<file path="config.mk">
export PLATFORM = sky130hd
export DESIGN_NAME = gray_code_subtractor_pipe
export DESIGN_NICKNAME = d
export VERILOG_FILES = /design/src/rtl/gray_code_subtractor_pipe.sv
export SDC_FILE = /design/constraint.sdc
export NUM_CORES = 1
export LEC_CHECK = 0
export ABC_AREA = 1
export CAP_MARGIN = 15
export CORE_MARGIN = 2
export CORE_UTILIZATION = 35
export CTS_CLUSTER_DIAMETER = 80
export CTS_CLUSTER_SIZE = 25
export DETAILED_ROUTE_END_ITERATION = 8
export HOLD_SLACK_MARGIN = 0.02
export PLACE_DENSITY = 0.59
export SLEW_MARGIN = 40
export SYNTH_ARGS = -nofsm -noshare
export SYNTH_HDL_FRONTEND = slang
export SYNTH_SLANG_ARGS = --single-unit
</file>
<file path="constraint.sdc">
create_clock -name clk -period 2.54 [get_ports clk]
set_input_delay 0.508 -clock clk [delete_from_list [all_inputs] [get_ports clk]]
set_output_delay 0.508 -clock clk [all_outputs]
set_load 0.005 [all_outputs]
</file>
<file path="src/rtl/gray_code_subtractor_pipe.sv">
// Two-stage valid/ready pipeline that subtracts Gray-coded operands with borrow-in
// and returns a Gray-coded difference plus borrow-out.
module gray_code_subtractor_pipe #(
    parameter int unsigned WIDTH = 4
) (
    input  logic             clk,
    input  logic             rst_n,
    input  logic             in_valid,
    output logic             in_ready,
    input  logic [WIDTH-1:0] a,
    input  logic [WIDTH-1:0] b,
    input  logic             bi,
    output logic             out_valid,
    input  logic             out_ready,
    output logic [WIDTH-1:0] diff,
    output logic             bo
);

    // MSB-first prefix XOR: each binary bit depends on the one above it.
    function automatic logic [WIDTH-1:0] gray2bin(input logic [WIDTH-1:0] g);
        logic [WIDTH-1:0] bin;
        bin            = '0;
        bin[WIDTH-1]   = g[WIDTH-1];
        for (int unsigned k = 1; k < WIDTH; k++) begin
            bin[WIDTH-1-k] = bin[WIDTH-k] ^ g[WIDTH-1-k];
        end
        return bin;
    endfunction

    logic             v1_q, v2_q;
    logic [WIDTH-1:0] a_bin_q, b_bin_q;
    logic             bi_q;
    logic [WIDTH-1:0] diff_q;
    logic             bo_q;

    logic             adv1, adv2;
    logic [WIDTH-1:0] a_bin_d, b_bin_d;
    logic [WIDTH:0]   sub_d;
    logic [WIDTH-1:0] d_bin;
    logic [WIDTH-1:0] diff_d;

    always_comb begin
        adv2    = !v2_q || out_ready;
        adv1    = !v1_q || adv2;
        a_bin_d = gray2bin(a);
        b_bin_d = gray2bin(b);
        // One extra bit: a negative result leaves its sign in sub_d[WIDTH], i.e. the borrow-out.
        sub_d   = {1'b0, a_bin_q} - {1'b0, b_bin_q} - (WIDTH+1)'(bi_q);
        d_bin   = sub_d[WIDTH-1:0];
        diff_d  = d_bin ^ (d_bin >> 1);
    end

    always_ff @(posedge clk or negedge rst_n) begin
        if (!rst_n) begin
            v1_q    <= 1'b0;
            a_bin_q <= '0;
            b_bin_q <= '0;
            bi_q    <= 1'b0;
        end else if (adv1) begin
            v1_q <= in_valid;
            if (in_valid) begin
                a_bin_q <= a_bin_d;
                b_bin_q <= b_bin_d;
                bi_q    <= bi;
            end
        end
    end

    always_ff @(posedge clk or negedge rst_n) begin
        if (!rst_n) begin
            v2_q   <= 1'b0;
            diff_q <= '0;
            bo_q   <= 1'b0;
        end else if (adv2) begin
            v2_q <= v1_q;
            if (v1_q) begin
                diff_q <= diff_d;
                bo_q   <= sub_d[WIDTH];
            end
        end
    end

    assign in_ready  = adv1;
    assign out_valid = v2_q;
    assign diff      = diff_q;
    assign bo        = bo_q;

endmodule

</file>
==> impl_metrics.json <==
{
  "status": "finished, final reports clean",
  "fill_cells": 257,
  "ir_drop_mv": 0.402,
  "placeableCoreArea_um2": 2500,
  "grt_pass1_vias": 660,
  "clock_path_buffers": 2,
  "synth_cell_types": 17,
  "gr-total-overflow": 0,
  "root_buffer": "clkbuf_4",
  "antenna_left": 0,
  "grt_first_pass_wirelength_um": 2720,
  "tightest_slew_ps": 355,
  "htreeDepth": 1,
  "fin_crit_ps": 2110,
  "path_class": "in2out",
  "io_buffers": 19,
  "clk_pin_slew_ps": 90,
  "yosys_warnings": 0,
  "drt_first_pass_iters": 4,
  "crit_arrival_ps": 1600,
  "drive_gt1_share_pct": 6.52,
  "place_congestion": 0.728,
  "layout_commonest_cell": "nand2_1",
  "viasPerCell": 4.32,
  "holdWs_ps": 116,
  "post_drt_wl_per_cell_um": 8.99,
  "finalPower_w": 0.000946,
  "netlist_instances": 116,
  "ctsHoldBuffers": 0,
  "die_w_um": 55.5,
  "clk_latency_ps": 280,
  "dp_worst_setup_slack_ps": 443,
  "hold_class": "in2async",
  "seq_area_frac_synth_pct": 43.1,
  "dieHeight_um": 55.5,
  "die-area_um2": 3080,
  "finalWirelength_um": 1510,
  "drv_cap": 0,
  "cts.sinks": 16,
  "rsz0062_at_grt": "no",
  "multiInputGateArea_um2": 445,
  "start_util_pct": 37.1,
  "power_per_cell_area_nw_per_um2": 804,
  "leakage_nw": 0.612,
  "cp-start-kind": "primary input",
  "final_hold_viol_count": 0,
  "final_util_pct": 47.0,
  "post-route-period-util_pct": 82.9,
  "antenna_found_initial": 0,
  "postCtsSetupBuffers": 0,
  "postLayoutSetupSlackWorst_ps": 434,
  "cts_buffers": 3,
  "fin_worst_skew_ps": 3.53,
  "fin_nets": 159,
  "dr_total_vias": 726,
  "track_usage_pct": 10.8,
  "diodes": 0,
  "cp-end-kind": "output pin",
  "setup_violations": 0,
  "dp.final_hpwl_um": 1230,
  "drt_iter0_markers": 19,
  "cts_tree": "yes",
  "area_growth_syn_to_layout_pct": 26.7,
  "maxSlewHeadroom_pct": 76.4,
  "ff_latch_area_um2": 400,
  "post_cts_resized": 0,
  "drv_slew": 0,
  "setup_tns_ps": 0,
  "cp.required_ps": 2030,
  "max_freq_ghz": 0.475,
  "fp-row-count": 18,
  "grt_max_degree": 17,
  "remaining_drc_errors": 0,
  "critPathMaxFanout": 3,
  "ys_ff_latch": 16,
  "synth_area_per_cell_um2": 8.00,
  "pin_count": 20,
  "syn_area_um2": 928,
  "final_cell_mix": "nand2_1 (41), inv_1 (19), clkdlybuf4s50_1 (18)",
  "syn_nets": 136
}
-- final cells by class --
type | instances | share of cell area, %
Multi-Input combinational cell | 80 | 37.9
Timing Repair Buffer | 19 | 15.7
Sequential cell | 16 | 34.0
Clock buffer | 4 | 3.09
Inverter | 19 | 6.06
Tap cell | 30 | 3.19
-- report_power, final --
| part | switching [W] | leakage (nW) | internal [W] |
|---|---|---|---|
| Sequential | 0.0000369 | 0.193 | 0.000324 |
| Combinational | 0.000204 | 0.398 | 0.000216 |
| Clock | 0.0000783 | 0.0210 | 0.0000873 |
-- per-stage QoR --
| step | instances | area (um^2) |
|---|---|---|
| floorplan | 116 | 928 |
| global placement | 164 | 1140 |
| detailed placement | 164 | 1140 |
| CTS | 168 | 1180 |
| global route | 168 | 1180 |
| finish | 168 | 1180 |
-- cell families after synthesis --
family / synth area share [%]
adders and majority gates: 10.2
AOI/OAI and AO/OA: 6.33
and+or+nand+nor: 25.7
DFF: 43.1
buffers and inverters: 8.89
xor gates and xnor gates: 5.66
-- sequential cells by signal, indices dropped and copies added, names as in the netlist --
register,cells
b_bin_q,4
bo,1
bi_q,1
out_valid,1
diff,4
a_bin_q,4
v1_q,1
-- worst paths after layout --
path,from,end,slack [ps],cells past startpoint
setup reg to reg,a_bin_q[0],bo,630,9
setup / recovery,out_ready,in_ready,430,4
min in group clk,diff[1],diff[1],480,2
hold reg to reg,diff[1],diff[1],480,2
hold / removal,rst_n,b_bin_q[0],120,1
max in group asynchronous,rst_n,diff[2],2160,1
-- per-layer routing --
metal / up-vias / global-route usage [%] / wire (um) / part of all wire [%]
li1: 404 / - / - / -
met1: 302 / 12.6 / 724 / 48
met2: 18 / 18.5 / 674 / 45
met3: 2 / 4.68 / 100 / 6.6
met4: 0 / 2.09 / 10 / 0.66
met5: - / 0 / 0 / 0
-- synthesized netlist by cell type --
library cell  count  area share [%]
dfrtp_1          16              43
nand2_2           1            0.67
buf_6             1             1.2
o21ai_0           9             4.9
nor2_1            2            0.81
nor2_2            1            0.67
xor2_1            3             2.8
nand3_2           1             1.1
inv_1            19             7.7
nand3_1           8             4.3
nand3b_1          2             1.6
nand2_1          41              17
o21ai_1           1            0.54
xnor2_1           3             2.8
fa_1              1             2.2
ha_1              6             8.1
o21ai_2           1            0.94
-- worst max-delay path, cell delays in order --
cell and delay [ps]:
clkdlybuf4s50_1 450, inv_1 50, nand3_2 80, clkdlybuf4s50_1 500
(Power assumes the default switching activity.)
==> RTL change 1 (config.mk and constraints unchanged) <==
Set the parameter `WIDTH` to 6 (it was 4).
--- a/src/rtl/gray_code_subtractor_pipe.sv
+++ b/src/rtl/gray_code_subtractor_pipe.sv
@@ -1,7 +1,7 @@
 // Two-stage valid/ready pipeline that subtracts Gray-coded operands with borrow-in
 // and returns a Gray-coded difference plus borrow-out.
 module gray_code_subtractor_pipe #(
-    parameter int unsigned WIDTH = 4
+    parameter int unsigned WIDTH = 6
 ) (
     input  logic             clk,
     input  logic             rst_n,
Interface: changed (resized a, b and diff); port bits go from 20 to 26. The function was not compared with the original's and may differ.
==> RTL change 1 against the original RTL <==
- synthesized area rose by 58%
- clock power rose by 98%
- routed wire length rose by 72%
- highest routed layer unchanged
- combinational power rose by 93%
- largest power group unchanged
- power rose by 72%
- sequential cell count rose by 6
- setup slack got worse by 35 ps
- synthesized cell count rose by 72%
- global-route usage rose by 1.8 points
- fmax fell by 1.6%
- largest cell class unchanged
- final area rose by 57%
==> RTL change 1: results (changes against the original RTL) <==
Status
  – Status: complete, no violations

Cells and area
  – Fin nets: 256 (+61%)
  – Antenna cell count: 0 (unchanged)
  – Layout cells sized above 1: 10.13% (+3.6 points)
  – Filler instances: 438 (+70%)

Power and ir drop
  – Max rail drop VDD: 235.0 uV (-41%)
  – Static leakage: 0.9714 nW (+59%)

Detailed routing
  – Initial DRC count: 58 (+39)
  – Drt pass-1 iters: 3 (-1)
  – ANT nets after route: 0 (unchanged)
  – Via density: 4.505 (+4.3%)
  – WL per Instance: 9.383 um (+4.4%)

Yosys
  – Adder-cell share of the synthesized area: 9.906% (-0.34 points)
  – Leading cell types by count after synthesis: 61 x nand2_1, 33 x inv_1, 22 x dfrtp_1
  – Compound-gate portion of the synthesized area: 8.027% (+1.7 points)
  – Synth Area in XOR/XNOR: 2.391% (-3.3 points)
  – Yosys Warn Count: 0 (unchanged)
  – Top_reg_cell synth: dfrtp_1
  – Number of distinct library cells after synthesis: 25 (+8)
  – Seq/Total Area, Yosys: 37.57% (-5.6 points)
  – Synth area leaders: dfrtp_1 38%, nand2_1 16%, ha_1 8.5%
  – Post-synthesis mux area share: 0% (unchanged)
  – Synth Net Count: 227 (+67%)

GRT
  – Largest net degree at the start of global routing: 23 (+6)
  – Met1 usage: 16.18% (+3.5 points)
  – Initial antenna violation count: 0 (unchanged)
  – First-pass GRT wire length: 4.498 mm (+65%)
  – Vias in the first global route: 1,098 (+66%)
  – Global Route Usage Sum: 12.62% (+1.8 points)
  – Met2 Track Usage GR: 21.03% (+2.5 points)
  – GR Util met3: 2.597% (-2.1 points)

Worst hold path
  – Hold Path Class: register to register
  – Hold path start: diff[4]

Place
  – RePlAce Congestion: 0.7645 (+5.1%)
  – Port bufs: 25 (+6)
  – Post-detail-place hpwl: 2.082 mm (+69%)

Clocking
  – Worst-skew pair later-pin latency: 260 ps (-20 ps)
  – PostCTS Resize Cnt: 0 (unchanged)
  – CTS Root Cell: clkbuf_8
  – Postcts setup bufs: 0 (unchanged)
  – Clock buffer depth: 2 (unchanged)
  – Clock H-tree levels: 1 (unchanged)
  – Clk slew on worst S/H paths: 80 ps

Critical path
  – Worst r2r src: a_bin_q[0]
  – Crit path DAT: 1630 ps (+30 ps)

STA
  – Worst clock skew: 4.753 ps (+1.228 ps)
  – Slew @ Worst Pin: 376.9 ps (+22.29 ps)
## RTL change 1: cell types whose count changed in the layout (fill, tap and decap cells not counted), sizes merged, moves of 3 or more
cell,delta
clkdlybuf4s50,+7
dfrtp,+6
ha,+4
inv,+17
nand2,+25
nand3,+15
nand4,+3
nor2,+3
o21ai,+5
## RTL change 1: layer usage
metal | wire length (um) | share of wire [%]
met1 | 1281 | 49
met2 | 1187 | 46
met3 | 110 | 4.2
met4 | 20 | 0.77
met5 | 0 | 0
## RTL change 1: where the power goes
group | switching, W | total, W | internal [W]
sequential | 0.0000480 | 0.000495 | 0.000447
combinational | 0.000432 | 0.000809 | 0.000377
clock | 0.000117 | 0.000328 | 0.000210
## RTL change 1: cell type report
| cell class | count | area (um^2) | area share, % |
|---|---|---|---|
| Multi-Input combinational cell | 138 | 765.7 | 41.38 |
| Sequential cell | 22 | 550.5 | 29.75 |
| Timing Repair Buffer | 27 | 265.3 | 14.33 |
| Inverter | 36 | 135.1 | 7.302 |
| Tap cell | 50 | 62.56 | 3.381 |
| Clock buffer | 3 | 41.29 | 2.231 |
| Clock inverter | 1 | 30.03 | 1.623 |
## RTL change 1: path summary, 6_finish.rpt
check,to,cells past startpoint,slack [ps]
max,in_ready,4,400
min,diff[4],2,480
max reg2reg,diff[3],11,490
min reg2reg,diff[4],2,480
max in group asynchronous,b_bin_q[3],2,1730
min in group asynchronous,diff[3],2,590
## RTL change 1: critical path, cell delays in order
cell and delay (ps):
clkdlybuf4s50_1 450, inv_1 40, nand3_1 110, clkdlybuf4s50_1 520
## RTL change 1: kinds of logic after synthesis
kind of cell	count (synthesis)
XOR/XNOR	4
adder cells (fa/ha/maj)	11
buffers and inverters	39
flip-flops	22
AO/OA/AOI/OAI	21
AND/OR/NAND/NOR	102
## RTL change 1: per-stage QoR
| stage | setup slack (ps) | area [um^2] | hold slack (ps) | std cells |
|---|---|---|---|---|
| floorplan | 621.9 | 1465 | 212.4 | 199 |
| global placement | 400.9 | 1779 | 465.0 | 273 |
| detailed placement | 389.7 | 1779 | 465.0 | 273 |
| CTS | 388.5 | 1851 | 487.5 | 277 |
| global route | 260.8 | 1851 | 522.0 | 277 |
| finish | 399.0 | 1851 | 481.9 | 277 |
==> RTL change 2 (config.mk and constraints unchanged) <==
Made on the original files. Reset style: synchronous (`rst_n`), changed in 2 clocked blocks.
--- a/src/rtl/gray_code_subtractor_pipe.sv
+++ b/src/rtl/gray_code_subtractor_pipe.sv
@@ -50,7 +50,7 @@
         diff_d  = d_bin ^ (d_bin >> 1);
     end
 
-    always_ff @(posedge clk or negedge rst_n) begin
+    always_ff @(posedge clk) begin
         if (!rst_n) begin
             v1_q    <= 1'b0;
             a_bin_q <= '0;
@@ -66,7 +66,7 @@
         end
     end
 
-    always_ff @(posedge clk or negedge rst_n) begin
+    always_ff @(posedge clk) begin
         if (!rst_n) begin
             v2_q   <= 1'b0;
             diff_q <= '0;
Check against the original RTL: differs if rst_n is asserted again (counterexample within 4 cycles, from zero or initial values and one cycle with rst_n low); with rst_n held inactive, the same outputs for 10 cycles.
==> RTL change 2 against the original RTL <==
- setup slack lost 15 ps
- routed wire length increased by 8.4%
- utilization increased by 0.48 points
- final area grew 0.11%
- sequential share of layout area is 6.8 points lower
- synthesized cell count increased by 6.9%
- synthesized area is 2.0% lower
- sequential cell count unchanged
- fmax down 0.72%
Power is not compared: it rests on default switching activity, and its combinational part moved more than twofold at a synthesized area within 25%.
==> RTL change 2: results (changes against the original RTL) <==
Critical path
  – Reg-to-Reg End: diff[3]
  – Crit path max fanout: 3 (unchanged)
  – Worst r2r src: b_bin_q[0]
  – Crit path max-delay family: buffers and inverters
  – Max incr delay on CP: 520 ps (+20 ps)
  – Flop2flop setup slack: 730 ps (+100 ps)
  – End of the critical path: in_ready

Yosys
  – Top_reg_cell synth: dfxtp_1
  – Ys async rst share: 0% (-100 points)
  – Seq/Total Area, Yosys: 35.21% (-7.9 points)
  – Synth Net Count: 144 (+5.9%)
  – Leading cell types by count after synthesis: 22 x inv_1, 21 x nand2_1, 16 x dfxtp_1
  – Synth area leaders: dfxtp_1 35%, inv_1 9.1%, nand2_1 8.7%
  – Number of distinct library cells after synthesis: 22 (+5)

Clocking
  – Clock buffer depth: 2 (unchanged)
  – CTS Buf Count: 3 (unchanged)
  – CTS Root Cell: clkbuf_4
  – Worst-skew pair later-pin latency: between 200 and 300 ps
  – Clock H-tree levels: 1 (unchanged)
  – PostCTS Resize Cnt: 0 (unchanged)

Status
  – Status: complete, no violations

Cells and area
  – Layout cells sized above 1: 9.524% (+3.0 points)
  – Fin nets: 168 (+5.7%)

Detailed routing
  – Initial DRC count: 6 (-13)
  – Metal1 wirelength: 776 um (+7.2%)
  – DR WL met3: 92 um (-8.0%)
  – Top Metal Used: met4
  – Vias: 794 (+9.4%)
  – WL per Instance: 9.249 um (+2.9%)
  – Met2 wire length: 751 um (+11%)

Power and ir drop
  – Switching portion of total power: roughly 30%
  – Static leakage: between 0.5 and 0.6 nW

Place
  – Post-detail-place hpwl: 1.298 mm (+5.3%)
  – Dpl ws: 414.7 ps (-28.52 ps)
  – RePlAce Congestion: 0.7472 (+2.7%)

STA
  – Final critical-path required period: 2121 ps (+15.32 ps)
  – Slew margin rel.: 85.17% (+8.8 points)
  – Worst clock skew: 1.806 ps (-1.719 ps)

Worst hold path
  – Hold Path Class: register to register
  – Hold path depth: 2
  – Hold path start: a_bin_q[3]

GRT
  – Global Route Usage Sum: 12.67% (+1.8 points)
  – First-pass GRT wire length: 2.649 mm (-2.5%)
  – Initial antenna violation count: 0 (unchanged)
  – Largest net degree at the start of global routing: 11 (-6)
  – Vias in the first global route: 636 (-3.6%)
==> RTL change 2: cell types whose count changed after synthesis, moves of 2 or more <==
cell / before / now
nand2_1: 41 / 21
dfrtp_1: 16 / 0
dfxtp_1: 0 / 16
a21oi_1: 0 / 10
nor2_1: 2 / 10
inv_1: 19 / 22
inv_2: 0 / 2
o211ai_1: 0 / 2
==> RTL change 2: cell type report <==
type,instances,area [um^2]
timing repair buffer,20,197.7
fill,266,1300
multi-input combinational,82,489.2
sequential,16,320.3
inverter,25,96.34
clock buffer,4,36.28
tap,30,37.54
==> RTL change 2: logic make-up after synthesis <==
group	after synthesis	share of synthesized area, %
and+or+nand+nor	46	23.52
buffers and inverters	26	11.00
AOI/OAI and AO/OA	22	13.07
DFF	16	35.21
xor gates and xnor gates	7	6.740
adders and majority gates	7	10.45
==> RTL change 2: worst min path at each step <==
stage | slack (ps) | to
finish | 470 | a_bin_q[3]
global route | 490 | a_bin_q[2]
CTS | 470 | a_bin_q[3]
detailed placement | 450 | a_bin_q[3]
global placement | 450 | a_bin_q[3]
floorplan | 440 | a_bin_q[2]
==> RTL change 2: worst register-to-register path, stage by stage (launching register included) <==
cell and delay, ps:
dfxtp_1 320, inv_1 60, fa_1 530, inv_1 50
ha_1 180, o21ai_2 180, nand2_2 100, xor2_1 150
o21ai_1 110, inv_1 50
==> RTL change 2: per-layer routing <==
metal  track usage, %  vias to the layer above
met2            20.63                       14
met5                0                        -
met1            15.02                      339
met3            4.839                        2
li1                 -                      439
met4            4.878                        0
==> RTL change 2: stage by stage <==
step                      cells  total power [W]  instance area, um^2
after floorplan             124        0.0004215                909.6
after global placement      173        0.0004809                 1141
after detailed placement    173        0.0004848                 1141
after CTS                   177        0.0006570                 1177
after global routing        177        0.0006939                 1177
final                       177        0.0006470                 1177
